### config.mk
export PLATFORM = sky130hd
export DESIGN_NAME = cmd_frame_parser
export DESIGN_NICKNAME = d
export VERILOG_FILES = /design/src/rtl/cmd_frame_parser_pkg.sv /design/src/rtl/cmd_frame_buf.sv /design/src/rtl/cmd_frame_parser.sv
export SDC_FILE = /design/constraint.sdc
export NUM_CORES = 1
export LEC_CHECK = 0
export ABC_AREA = 0
export CAP_MARGIN = 20
export CELL_PAD_IN_SITES_DETAIL_PLACEMENT = 0
export CELL_PAD_IN_SITES_GLOBAL_PLACEMENT = 1
export CORE_MARGIN = 2
export CORE_UTILIZATION = 55
export DETAILED_ROUTE_END_ITERATION = 8
export PLACE_DENSITY_LB_ADDON = 0.2
export SYNTH_ARGS = -nofsm -noshare
export SYNTH_HDL_FRONTEND = slang
export SYNTH_SLANG_ARGS = --single-unit
### constraint.sdc
create_clock -name clk -period 4.6 [get_ports clk]
set_input_delay 1.15 -clock clk [delete_from_list [all_inputs] [get_ports clk]]
set_output_delay 1.15 -clock clk [all_outputs]
set_load 0.01 [all_outputs]
### src/rtl/cmd_frame_parser_pkg.sv
// Shared definitions for the command frame parser: FSM encodings and parameter defaults.
package cmd_frame_parser_pkg;

  localparam logic [2:0] HUNT    = 3'd0;
  localparam logic [2:0] LEN_ST  = 3'd1;
  localparam logic [2:0] PAYLOAD = 3'd2;
  localparam logic [2:0] CHECK   = 3'd3;
  localparam logic [2:0] FLUSH   = 3'd4;
  localparam logic [2:0] GAP     = 3'd5;

  localparam logic [7:0] SOF_DEFAULT     = 8'hAA;
  localparam int         TIMEOUT_DEFAULT = 50000;

  // States in which the inter-byte timeout is armed.
  function automatic logic is_timed(input logic [2:0] s);
    return (s == LEN_ST) || (s == PAYLOAD) || (s == CHECK);
  endfunction

endpackage

### src/rtl/cmd_frame_buf.sv
// Payload buffer: DEPTH x 8 register array, synchronous write, asynchronous read.
module cmd_frame_buf #(
  parameter int DEPTH = 16,
  parameter int AW    = (DEPTH > 1) ? $clog2(DEPTH) : 1
) (
  input  logic          clk,
  input  logic          wr_en,
  input  logic [AW-1:0] wr_addr,
  input  logic [7:0]    wr_data,
  input  logic [AW-1:0] rd_addr,
  output logic [7:0]    rd_data
);

  logic [7:0] mem [DEPTH];

  always_ff @(posedge clk) begin
    if (wr_en) mem[wr_addr] <= wr_data;
  end

  assign rd_data = mem[rd_addr];

endmodule

### src/rtl/cmd_frame_parser.sv
// Framed-command parser between UART RX and the request FIFO.
// Optional discarded-frame counter enabled by defining CMD_FRAME_ERR_CNT_EN.
//
// state   | meaning
// HUNT    | waiting for SOF, other bytes dropped silently
// LEN_ST  | expecting LEN byte
// PAYLOAD | storing LEN payload bytes, accumulating XOR
// CHECK   | expecting checksum byte
// FLUSH   | forwarding buffered payload on data_o
// GAP     | one idle cycle after each ack so the UART can drop rx_rdy
module cmd_frame_parser
  import cmd_frame_parser_pkg::*;
#(
  parameter logic [7:0] SOF_BYTE       = SOF_DEFAULT,
  parameter int         MAX_LEN        = 16,
  parameter int         TIMEOUT_CYCLES = TIMEOUT_DEFAULT
) (
  input  logic        clk,
  input  logic        rst_n,
  input  logic [7:0]  rx_data,
  input  logic        rx_rdy,
  output logic        rx_ack,
  output logic [7:0]  data_o,
  output logic        data_o_vld,
  input  logic        data_o_rdy,
  output logic        frame_done,
  output logic        frame_err,
  output logic [15:0] err_cnt
);

  localparam int             AW        = (MAX_LEN > 1) ? $clog2(MAX_LEN) : 1;
  localparam int             TW        = $clog2(TIMEOUT_CYCLES + 1);
  localparam logic [TW-1:0]  TMO_LAST  = TW'(TIMEOUT_CYCLES - 1);
  localparam logic [7:0]     MAX_LEN_B = 8'(MAX_LEN);

  logic [2:0]    state, ret_state;
  logic [7:0]    byte_q;
  logic          byte_vld;
  logic [7:0]    len, chk_acc, wr_ptr, rd_ptr;
  logic [TW-1:0] tmo_cnt;
  logic [7:0]    rd_data;

  logic recv, timed, sample, tmo_hit, xfer, last_rd, wr_en;

  assign recv    = (state == HUNT) || is_timed(state);
  assign timed   = is_timed(state);
  assign sample  = recv && !byte_vld && rx_rdy;
  // A byte arriving in the same cycle as the timeout wins.
  assign tmo_hit = timed && !byte_vld && !sample && (tmo_cnt == TMO_LAST);
  assign xfer    = (state == FLUSH) && data_o_rdy;
  assign last_rd = (rd_ptr == len - 8'd1);
  assign wr_en   = byte_vld && (state == PAYLOAD);

  cmd_frame_buf #(.DEPTH(MAX_LEN), .AW(AW)) u_buf (
    .clk     (clk),
    .wr_en   (wr_en),
    .wr_addr (wr_ptr[AW-1:0]),
    .wr_data (byte_q),
    .rd_addr (rd_ptr[AW-1:0]),
    .rd_data (rd_data)
  );

  assign data_o_vld = (state == FLUSH);
  assign data_o     = (state == FLUSH) ? rd_data : 8'h00;

  always_ff @(posedge clk or negedge rst_n) begin
    if (!rst_n) begin
      state      <= HUNT;
      ret_state  <= HUNT;
      byte_q     <= 8'h00;
      byte_vld   <= 1'b0;
      len        <= 8'h00;
      chk_acc    <= 8'h00;
      wr_ptr     <= 8'h00;
      rd_ptr     <= 8'h00;
      rx_ack     <= 1'b0;
      frame_err  <= 1'b0;
      frame_done <= 1'b0;
    end else begin
      rx_ack     <= sample;
      frame_err  <= 1'b0;
      frame_done <= 1'b0;
      if (sample) begin
        byte_q   <= rx_data;
        byte_vld <= 1'b1;
      end
      if (byte_vld) begin
        byte_vld <= 1'b0;
        state    <= GAP;
        case (state)
          HUNT: ret_state <= (byte_q == SOF_BYTE) ? LEN_ST : HUNT;
          LEN_ST: begin
            if (byte_q == 8'h00 || byte_q > MAX_LEN_B) begin
              frame_err <= 1'b1;
              ret_state <= HUNT;
            end else begin
              len       <= byte_q;
              chk_acc   <= byte_q;
              wr_ptr    <= 8'h00;
              ret_state <= PAYLOAD;
            end
          end
          PAYLOAD: begin
            chk_acc <= chk_acc ^ byte_q;
            if (wr_ptr == len - 8'd1) begin
              ret_state <= CHECK;
            end else begin
              wr_ptr    <= wr_ptr + 8'd1;
              ret_state <= PAYLOAD;
            end
          end
          CHECK: begin
            if (byte_q == chk_acc) begin
              rd_ptr    <= 8'h00;
              ret_state <= FLUSH;
            end else begin
              frame_err <= 1'b1;
              ret_state <= HUNT;
            end
          end
          default: ret_state <= HUNT;
        endcase
      end else if (state == GAP) begin
        state <= ret_state;
      end else if (tmo_hit) begin
        frame_err <= 1'b1;
        state     <= HUNT;
      end else if (xfer) begin
        if (last_rd) begin
          frame_done <= 1'b1;
          state      <= HUNT;
        end else begin
          rd_ptr <= rd_ptr + 8'd1;
        end
      end
    end
  end

  always_ff @(posedge clk or negedge rst_n) begin
    if (!rst_n) begin
      tmo_cnt <= '0;
    end else if (sample || !timed) begin
      tmo_cnt <= '0;
    end else begin
      tmo_cnt <= tmo_cnt + TW'(1);
    end
  end

`ifdef CMD_FRAME_ERR_CNT_EN
  logic [15:0] err_q;

  always_ff @(posedge clk or negedge rst_n) begin
    if (!rst_n) begin
      err_q <= 16'h0000;
    end else if (frame_err && err_q != 16'hFFFF) begin
      err_q <= err_q + 16'd1;
    end
  end

  assign err_cnt = err_q;
`else
  assign err_cnt = 16'h0000;
`endif

endmodule

==> results of run 1 <==
layout make-up:
cell class	count	area, um^2	share of cell area (%)
Clock buffer	22	454	4.61
Tap cell	216	270	2.74
Inverter	16	60.1	0.610
Clock inverter	10	150	1.52
Sequential cell	194	5500	55.8
Multi-Input combinational cell	381	3110	31.5
Timing Repair Buffer	31	314	3.19
metrics by stage:
stage	cell area, um^2	power [mW]	hold slack [ns]	utilization (%)
2_1_floorplan	8970	3.56	0.433	-
3_3_place_gp	9220	3.89	0.450	58.0
3_5_place_dp	9220	3.96	0.462	58.0
4_1_cts	9820	5.47	0.471	61.8
5_1_grt	9850	5.70	0.488	62.0
6_report	9850	5.44	0.466	62.0
report_power, final:
part	total, mW	leakage, nW	switching [mW]	internal (mW)
Clock	1.52	0.291	0.643	0.881
Sequential	2.54	2.03	0.401	2.13
Combinational	1.38	1.16	0.622	0.754
synth_stat cells (all sizes together), types with 5 or more instances:
cell type / instances / share of area [%]
a21o: 5 / 0.42
a21oi: 18 / 1.0
a311oi: 8 / 0.79
and3: 11 / 0.77
buf: 38 / 2.9
clkbuf: 16 / 0.69
dfrtp: 66 / 19
edfxtp: 128 / 43
ha: 7 / 0.98
inv: 16 / 0.67
mux2: 10 / 1.3
mux4: 40 / 10
nand2: 35 / 1.5
nand3: 21 / 1.2
nand4: 10 / 0.70
nor2: 46 / 1.9
nor2b: 8 / 0.56
nor3: 11 / 0.98
nor4: 6 / 0.42
o21ai: 25 / 1.4
o31ai: 6 / 0.56
or3: 7 / 0.49
xnor2: 24 / 2.4
xor2: 13 / 1.3
per-layer routing:
layer | wire (um) | share of wire [%] | vias to the layer above | track usage (%)
met4 | 384 | 2.1 | 0 | 8.45
met2 | 9550 | 51 | 208 | 37.9
met3 | 1180 | 6.3 | 31 | 5.44
met5 | 0 | 0 | - | 0
li1 | - | - | 2373 | -
met1 | 7530 | 40 | 2649 | 29.2
logic make-up after synthesis:
kind of cell	Yosys count
AO/OA/AOI/OAI	81
XOR/XNOR	38
adder cells (fa/ha/maj)	7
buffers and inverters	70
flip-flops	194
multiplexers	52
other	1
AND/OR/NAND/NOR	187
registers in the layout, summed over array words and instances, names as in the netlist, 3 cells and up:
name,cells
wr_ptr,8
chk_acc,8
ret_state,3
state,3
len,8
byte_q,8
rd_ptr,8
u_buf.mem,128
tmo_cnt,16
critical path, cell delays in order, from the launching register on:
cell             delay [ns]
dfrtp_2                0.45
buf_12                 0.28
mux4_2                 0.55
mux4_2                 0.49
nor2b_1                0.16
clkdlybuf4s50_1        0.51
how the worst min path moves through the flow:
| stage | start | end | slack, ns | depth (start not counted) |
|---|---|---|---|---|
| 2_1_floorplan | tmo_cnt[0]$_DFF_PN0_ | tmo_cnt[0]$_DFF_PN0_ | 0.43 | 1 |
| 3_3_place_gp | tmo_cnt[0]$_DFF_PN0_ | tmo_cnt[0]$_DFF_PN0_ | 0.45 | 1 |
| 3_5_place_dp | tmo_cnt[0]$_DFF_PN0_ | tmo_cnt[0]$_DFF_PN0_ | 0.46 | 1 |
| 4_1_cts | tmo_cnt[0]$_DFF_PN0_ | tmo_cnt[0]$_DFF_PN0_ | 0.47 | 1 |
| 5_1_grt | tmo_cnt[0]$_DFF_PN0_ | tmo_cnt[0]$_DFF_PN0_ | 0.49 | 1 |
| 6_report | tmo_cnt[0]$_DFF_PN0_ | tmo_cnt[0]$_DFF_PN0_ | 0.47 | 1 |
==> results.txt, run 1 <==
Outcome - completed
Post-CTS Hold Buffers - 0
Most used DFF post-synth - edfxtp_1
R2R depth - 6
CTS tree - done
H-tree depth - 4
Sequential area share after synthesis - 61.7%
Initial DRC Count - 452
Worst-path clk slew - 0.07 ns
Worst Setup EP - data_o[6]
Pwr/cell area - 552 nW/um^2
Post-synthesis compound-gate area fraction - 6.11%
Worst Slack Setup Final - 0.568 ns
Total GRT Usage - 22.7%
Global-route wire length before repair - 29400 um
RSZ-0062 raised after global routing - false
I/O Buffers - 23
RePlAce Congestion - 0.810
Layout Nets - 660
Non-Filler Instances - 870
DR pass1 iterations - 5
Number of synthesized register bits - 194
CP Launch Point - rd_ptr[0]$_DFFE_PN0P_
Sum Neg Setup Slack - 0 ns
Worst-skew pair later-pin latency - 0.43 ns
Number of global-route vias before repair - 5258
Die Area - 17200 um^2
Die width - 131 um
Post-Place Cells - 836
Routed Antenna Nets - 0
Leading cell type in the layout, fill and taps excluded - edfxtp_1
Critical path required time - 3.45 ns
Setup slack, reg-to-reg - 1.63 ns
I/O pin total - 40
Number of setup buffers added after CTS - 0
Die height - 131 um
YS warnings - 0
TritonCTS Buffers - 17
Initial Util - 56.1%
Largest net degree at the start of global routing - 44
Critical Path Fanout Max - 32
Area grow syn2layout - 10.6%
Reg2reg start - byte_q[1]$_DFFE_PN0P_
Number of synthesized flops with an enable pin - 128
Post-synth cell types - 61
Clk_skew - 0.0121 ns
DPL Wire Length - 12200 um
Tightest Pin Transition - 1.15 ns
Worst setup path class - flop to output pin
Post-Synth Adder-Cell Area - 0.983%
DP Worst Slack - 0.990 ns
Vias - 5261
# rows - 46
Reg-to-Reg End - wr_ptr[4]$_DFFE_PN0P_
Critical path endpoint category - output pin
Drt drc - 0
# Max-Cap Violations - 0
Final setup violation count - 0
Most frequent cells in the layout - edfxtp_1, dfrtp_1, nor2_1
Syn Std Cell Area - 8910 um^2
Crit path DAT - 2.88 ns
Crit path time final - 4.03 ns
Startpoint Class - flop
Longest Clk Path Bufs - 2
Fill cells - 1194
Ratio of cells with drive above 1 in the final layout - 16.2%
Slew Limit Fails - 0
Post-synthesis cell count - 630
Count of final hold-check violations - 0
Multiplexer share of the synthesized area - 11.6%
Leakage - 3.48 nW
Final Cycle Share - 87.7%
Routed WL - 18700 um
FMAX - 248 MHz
Diode count - 0
DR WL/cell - 21.4 um
Initial antenna violation count - 0
Clk sinks - 194
Largest family of logic cells by synthesized area - multiplexers
Share of synthesized flip-flops with an asynchronous set or reset - 34.0%
Syn avg cell area - 14.1 um^2
VDD IR max - 384 uV
Hold Crit Class - flop to flop
Core Box Area - 15900 um^2
Rel. slew slack - 23.0%
Post-CTS Resized - 0
Post-Synth XOR/XNOR Area - 3.89%
CTS root buf - clkbuf_16
Drt via density - 6.05
Total grt overflow - 0
Post-Synth Simple-Gate Area - 11.4%
Power figures use the tool's default switching activity.
==> run 2: changes to the inputs <==
--- a/config.mk
+++ b/config.mk
@@ -12,6 +12,7 @@
 export CORE_MARGIN = 2
 export CORE_UTILIZATION = 55
 export DETAILED_ROUTE_END_ITERATION = 8
+export MAX_ROUTING_LAYER = met4
 export PLACE_DENSITY_LB_ADDON = 0.2
 export SYNTH_ARGS = -nofsm -noshare
 export SYNTH_HDL_FRONTEND = slang
==> run 2 against run 1 <==
  * Routed wire length fell by 0.19%
  * Register-to-register slack about the same
  * Count of clock-buffer cells in the layout unchanged
  * Combinational power barely moved
  * Sequential power hardly changed
  * First-iteration DRC count rose by 1.1%
  * Fmax about the same
  * Clock power about the same
==> results.txt, run 2 (same netlist as run 1, synthesis figures left out) <==
Number of global-route vias before repair - 5248 (-0.19%)
Routed WL - 18600 um (-0.19%)
Worst setup path class - flop to output pin
CP peak stage delay - 0.55 ns (about the same)
DPL Wire Length - 12200 um (unchanged)
Leakage - 3.48 nW (unchanged)
Die height - 131 um (unchanged)
Sum Neg Setup Slack - 0 ns (unchanged)
FMAX - 248 MHz (about the same)
CP Cell Sequence - buf_12, mux4_2, mux4_2, nor2b_1, clkdlybuf4s50_1
Fill cells - 1194 (unchanged)
Number of setup buffers added after CTS - 0 (unchanged)
Most frequent cells in the layout - edfxtp_1, dfrtp_1, nor2_1
Critical path required time - 3.45 ns (about the same)
Worst hold slack - 0.466 ns (+0.00000300 ns)
Pwr/cell area - 551 nW/um^2 (about the same)
Longest Clk Path Bufs - 2 (unchanged)
Layout Nets - 660 (unchanged)
Top reg by flops - u_buf.mem
Routed Antenna Nets - 0 (unchanged)
Initial Util - 56.1% (unchanged)
Global-route wire length before repair - 29500 um (+0.17%)
Drt via density - 6.03 (-0.29%)
Total grt overflow - 0 (unchanged)
Outcome - completed
Final Cycle Share - 87.6% (about the same)
Area grow syn2layout - 10.6% (unchanged)
RSZ-0062 raised after global routing - false
Leading cell type in the layout, fill and taps excluded - edfxtp_1
Slowest cell on crit path - mux4_2
# rows - 46 (unchanged)
Critical Path Fanout Max - 32 (unchanged)
Total GRT Usage - 23.4% (+0.69 points)
Critical path endpoint category - output pin
Vias - 5246 (-0.29%)
Slew Limit Fails - 0 (unchanged)
Tightest Pin Transition - 1.15 ns (+0.00373 ns)
Count of final hold-check violations - 0 (unchanged)
Critical path's top delay family - multiplexers
Worst Path Buf+Inv - 2 (unchanged)
Die Area - 17200 um^2 (unchanged)
Initial antenna violation count - 0 (unchanged)
Drt drc - 0 (unchanged)
Setup slack, reg-to-reg - 1.64 ns (about the same)
# Max-Cap Violations - 0 (unchanged)
Diode count - 0 (unchanged)
CTS root buf - clkbuf_16
Initial DRC Count - 457 (+1.1%)
H-tree depth - 4 (unchanged)
Most frequent CP cell - mux4_2
Crit path time final - 4.03 ns (-0.00334 ns)
RePlAce Congestion - 0.822 (+1.5%)
Final setup violation count - 0 (unchanged)
Startpoint Class - flop
Clk_skew - 0.0114 ns (-0.000702 ns)
Post-CTS Resized - 0 (unchanged)
DR WL/cell - 21.4 um (-0.19%)
VDD IR max - 384 uV (+0.16%)
DR pass1 iterations - 4 (-1)
Max FFs per register - 128 (unchanged)
TritonCTS Buffers - 17 (unchanged)
Post-Place Cells - 836 (unchanged)
Crit path DAT - 2.88 ns (about the same)
Clk sinks - 194 (unchanged)
Post-CTS Hold Buffers - 0 (unchanged)
Core Box Area - 15900 um^2 (unchanged)
Worst-path clk slew - 0.07 ns (about the same)
Worst-skew pair later-pin latency - 0.43 ns (about the same)
Rel. slew slack - 22.9% (-0.072 points)
I/O pin total - 40 (unchanged)
Hold Crit Class - flop to flop
Die width - 131 um (unchanged)
Largest registers - u_buf.mem: 128 flops, tmo_cnt: 16 flops
I/O Buffers - 23 (unchanged)
Non-Filler Instances - 870 (unchanged)
CTS tree - done
Ratio of cells with drive above 1 in the final layout - 16.2% (unchanged)
Largest net degree at the start of global routing - 44 (unchanged)
[run 2: cell counts in the layout (fill, tap and decap cells not counted)]
No cell type changed its count.
[run 2: report_power, final]
group          switching, mW  internal [mW]  total [mW]
Combinational          0.625          0.754        1.38
Clock                  0.636          0.881        1.52
Sequential             0.403           2.13        2.54
Total                   1.66           3.77        5.43
[run 2: per-layer routing]
| layer | vias to the layer above | track usage, % | routed length, um |
|---|---|---|---|
| li1 | 2369 | - | - |
| met1 | 2653 | 29.3 | 7690 |
| met2 | 193 | 37.8 | 9520 |
| met3 | 31 | 5.32 | 1050 |
| met4 | 0 | 8.45 | 365 |
| met5 | - | - | 0 |
[run 2: final timing paths]
path | start | to | depth (start not counted)
worst max-delay path | rd_ptr[0]$_DFFE_PN0P_ | data_o[6] | 5
worst min-delay path | tmo_cnt[0]$_DFF_PN0_ | tmo_cnt[0]$_DFF_PN0_ | 1
worst max register to register | byte_q[1]$_DFFE_PN0P_ | wr_ptr[3]$_DFFE_PN0P_ | 6
worst min register to register | tmo_cnt[0]$_DFF_PN0_ | tmo_cnt[0]$_DFF_PN0_ | 1
max in group asynchronous | rst_n | chk_acc[7]$_DFFE_PN0P_ | 3
min in group asynchronous | rst_n | rd_ptr[3]$_DFFE_PN0P_ | 1
[run 2: cell type report]
cell class / instances / area, um^2 / area share [%]
timing repair buffer: 31 / 314 / 3.19
clock inverter: 10 / 150 / 1.52
sequential: 194 / 5500 / 55.8
multi-input combinational: 381 / 3110 / 31.5
inverter: 16 / 60.1 / 0.610
tap: 216 / 270 / 2.74
clock buffer: 22 / 454 / 4.61
[run 2: per-stage QoR]
step | total power, mW | setup slack (ns) | area [um^2] | util (%)
global placement | 3.89 | 1.06 | 9220 | 58.0
finish | 5.43 | 0.571 | 9850 | 62.0
floorplan | 3.56 | 1.47 | 8970 | -
detailed placement | 3.96 | 0.990 | 9220 | 58.0
global route | 5.70 | 0.464 | 9850 | 62.0
CTS | 5.47 | 0.524 | 9820 | 61.8
[run 2: worst register-to-register path: stages, from the launching register on]
cell	delay, ns
dfrtp_1	0.68
nor4_1	0.44
xor2_1	0.20
o31ai_2	0.99
o21ai_0	0.21
o21ai_0	0.21
o31ai_1	0.09
==> run 3: changes to the inputs <==
--- a/config.mk
+++ b/config.mk
@@ -10,10 +10,12 @@
 export CELL_PAD_IN_SITES_DETAIL_PLACEMENT = 0
 export CELL_PAD_IN_SITES_GLOBAL_PLACEMENT = 1
 export CORE_MARGIN = 2
-export CORE_UTILIZATION = 55
+export CORE_UTILIZATION = 35
 export DETAILED_ROUTE_END_ITERATION = 8
+export GPL_ROUTABILITY_DRIVEN = 0
 export MAX_ROUTING_LAYER = met4
 export PLACE_DENSITY_LB_ADDON = 0.2
 export SYNTH_ARGS = -nofsm -noshare
 export SYNTH_HDL_FRONTEND = slang
+export SYNTH_HIERARCHICAL = 1
 export SYNTH_SLANG_ARGS = --single-unit
==> run 3 against run 2 <==
  * Combinational power grew 5%
  * Sequential cell count is the same
  * Total power grew 2.5%
  * Cell count grew 16%
  * Sequential power is essentially flat
  * Area after synthesis shrank 0.86%
  * First-iteration DRC count shrank 48%
  * Global-route usage shrank 6.9 points
  * Sequential share of layout area shrank 1.2 points
  * Clock skew grew 0.0026 ns
  * Critical endpoint is now data_o[5]
==> results.txt, run 3 <==
Share of synthesized flip-flops with an asynchronous set or reset - 34.0% (unchanged)
H-tree depth - 4 (unchanged)
Comb pwr share - 26.0% (+0.6 points)
CP peak stage delay - 0.80 ns (+0.25 ns)
Top reg by flops - u_buf/mem
Crit path DAT - 3.10 ns (+0.22 ns)
Reg2reg start - state[2]$_DFFE_PN0P_
Pwr/cell area - 553 nW/um^2 (+0.26%)
Largest net degree at the start of global routing - 39 (-11%)
RSZ-0062 raised after global routing - false
Worst-path clk slew - 0.09 ns (+0.02 ns)
Post-CTS Resized - 0 (unchanged)
Sequential area share after synthesis - 62.2% (+0.53 points)
Critical path required time - 3.45 ns (about the same)
Critical path endpoint category - output pin
R2R depth - 6 (unchanged)
Drt via density - 5.24 (-13%)
DP Worst Slack - 0.752 ns (-0.237 ns)
Hold Crit Class - flop to flop
Outcome - completed
Synth cell count leaders - edfxtp_1, dfrtp_1, nand2_1
Core Box Area - 25000 um^2 (+57%)
# Max-Cap Violations - 0 (unchanged)
Worst hold slack - 0.486 ns (+0.0204 ns)
Post-synth cell types - 63 (+3.3%)
Worst setup path class - flop to output pin
WL met3 - 805 um (-23%)
TritonCTS Buffers - 17 (unchanged)
Vias - 5275 (+0.55%)
Largest registers - u_buf/mem: 128 flops, tmo_cnt: 16 flops
YS warnings - 6 (+6)
DPL Wire Length - 13500 um (+11%)
CTS root buf - clkbuf_16
Flop pwr share - 45.5% (-1.2 points)
Number of global-route vias before repair - 5264 (+0.30%)
Number of synthesized flops with an enable pin - 128 (unchanged)
Pint - 3.66 mW (-2.8%)
Syn avg cell area - 14.1 um^2 (-0.54%)
Most numerous cell in the Yosys netlist - edfxtp_1
Global-route wire length before repair - 31600 um (+7.1%)
Syn Std Cell Area - 8830 um^2 (-0.86%)
Reg-to-Reg End - u_buf/mem[0][0]$_DFFE_PP_
Count of final hold-check violations - 0 (unchanged)
CP Cell Sequence - buf_4, mux4_1, a22oi_1, nand2_1, and3_1, clkdlybuf4s50_1
Drt drc - 0 (unchanged)
Yosys top cell by area - edfxtp_1
FMAX - 235 MHz (-5.2%)
Worst hold stages - 1 (unchanged)
Multi-input gate area - 3080 um^2 (-0.81%)
Die height - 163 um (+24%)
Most frequent cells in the layout - edfxtp_1, dfrtp_1, nand2_1
Final setup violation count - 0 (unchanged)
Switching pwr - 1.90 mW (+14%)
Crit path time final - 4.25 ns (+0.223 ns)
DR WL/cell - 19.9 um (-6.8%)
Clock power share - 28.6% (+0.7 points)
Worst Path Buf+Inv - 2 (unchanged)
Setup slack, reg-to-reg - 1.40 ns (-0.24 ns)
Clk_skew - 0.0140 ns (+0.00255 ns)
M1 WL - 9190 um (+20%)
Critical path's top delay family - buffers and inverters
Post-synthesis cell count - 628 (-0.32%)
Initial antenna violation count - 0 (unchanged)
Total GRT Usage - 16.5% (-6.9 points)
Number of synthesized register bits - 194 (unchanged)
Slowest cell on crit path - dfrtp_2
CTS tree - done
Hold_sp - ret_state[2]$_DFFE_PN0P_
Worst Hold End - ret_state[2]$_DFFE_PN0P_
Leakage - 3.68 nW (+5.9%)
Slew Limit Fails - 0 (unchanged)
Layout Nets - 679 (+2.9%)
Worst Slack Setup Final - 0.348 ns (-0.223 ns)
Clk sinks - 194 (unchanged)
Final Cycle Share - 92.4% (+4.8 points)
Die Area - 26500 um^2 (+54%)
Max FFs per register - 128 (unchanged)
Longest Clk Path Bufs - 2 (unchanged)
Synth top area share - 43.5% (+0.37 points)
Sum Neg Setup Slack - 0 ns (unchanged)
Overall power - 5.57 mW (+2.5%)
Ranking of synthesized cells by area - edfxtp_1, dfrtp_1, mux4_2
Routed Antenna Nets - 0 (unchanged)
Most used DFF post-synth - edfxtp_1
DR pass1 iterations - 5 (+1)
Total grt overflow - 0 (unchanged)
Uppermost layer routed - met4
Tightest Pin Transition - 1.08 ns (-0.0690 ns)
Critical Path Fanout Max - 21 (-34%)
Post-CTS Hold Buffers - 0 (unchanged)
Leading cell type in the layout, fill and taps excluded - edfxtp_1
Routed WL - 20100 um (+7.7%)
Number of setup buffers added after CTS - 0 (unchanged)
I/O Buffers - 23 (unchanged)
Worst-skew pair later-pin latency - 0.44 ns (about the same)
Rel. slew slack - 27.5% (+4.6 points)
# rows - 58 (+26%)
Fill cells - 2347 (+97%)
Die width - 163 um (+24%)
Reg area - 5500 um^2 (unchanged)
I/O pin total - 40 (unchanged)
Diode count - 0 (unchanged)
Switching share of total power - 34.2% (+3.6 points)
Startpoint Class - flop
Initial Util - 35.4% (-21 points)
Area grow syn2layout - 14.0%
Routed wl met2 - 9780 um (+2.7%)
VDD IR max - 248 uV (-36%)
Initial DRC Count - 239 (-48%)
Ratio of cells with drive above 1 in the final layout - 15.4% (-0.82 points)
==> run 3: cell types whose count changed after synthesis, sizes merged, moves of 8 or more <==
cell / before / now
nand2: 35 / 56
nor2: 46 / 35
o21ai: 25 / 34
a311oi: 8 / 0
a22oi: 0 / 17
mux4: 40 / 32
clkbuf: 16 / 8
buf: 38 / 30
==> run 3: layer usage <==
metal	up-vias	global-route usage, %
met5	-	-
met4	0	4.75
met3	22	2.44
met2	121	25.9
met1	2724	22.5
li1	2408	-
==> run 3: area by class of cell <==
| cell class | count | share of cell area [%] |
|---|---|---|
| repair buffers | 42 | 3.95 |
| flip-flops and latches | 194 | 54.6 |
| clock buffers | 17 | 4.22 |
| inverters | 12 | 0.447 |
| multi-input cells | 396 | 30.6 |
| well taps | 330 | 4.10 |
| clock inverters | 15 | 2.09 |
==> run 3: metrics by stage <==
stage	instance area (um^2)	cells	utilization, %
6_report	10100	1006	40.3
5_1_grt	10100	1006	40.3
4_1_cts	10100	1006	40.3
3_5_place_dp	9440	974	37.8
3_3_place_gp	9350	966	37.4
2_1_floorplan	8890	643	-
==> run 3: cells by family (layout without fill, tap and decap cells) <==
logic type / Yosys count / after routing / synth area share (%)
xor+xnor: 38 / 38 / 4.16
mux: 48 / 48 / 10.8
compound gates: 89 / 89 / 6.26
buf+inv: 53 / 86 / 3.65
other cells: 1 / 16 / 0.0424
fa+ha+maj: 4 / 4 / 0.567
flops: 194 / 194 / 62.2
simple gates: 201 / 201 / 12.3
==> run 3: how the worst max path moves through the flow <==
stage,start,endpoint,slack [ns],cells past startpoint
finish,rd_ptr[0]$_DFFE_PN0P_,data_o[5],0.35,6
detailed placement,rd_ptr[0]$_DFFE_PN0P_,data_o[5],0.75,6
CTS,rd_ptr[0]$_DFFE_PN0P_,data_o[5],0.27,6
floorplan,rd_ptr[0]$_DFFE_PN0P_,data_o[1],1.77,6
global route,rd_ptr[0]$_DFFE_PN0P_,data_o[5],0.16,6
global placement,rd_ptr[0]$_DFFE_PN0P_,data_o[5],0.75,6
==> run 3: power groups by stage <==
stage,Clock (mW),Combinational (mW),Sequential (mW)
after floorplan,0,1.15,2.38
after CTS,1.63,1.47,2.54
final,1.59,1.45,2.53
after global placement,0,1.44,2.56
after global routing,1.70,1.59,2.58
after detailed placement,0,1.46,2.58
==> run 3: worst register-to-register path: stages (launching register included) <==
cell	delay [ns]
dfrtp_1	0.67
nor3b_2	0.43
nand2_1	0.31
inv_1	0.21
or3b_2	0.51
nor3_2	0.54
buf_6	0.24
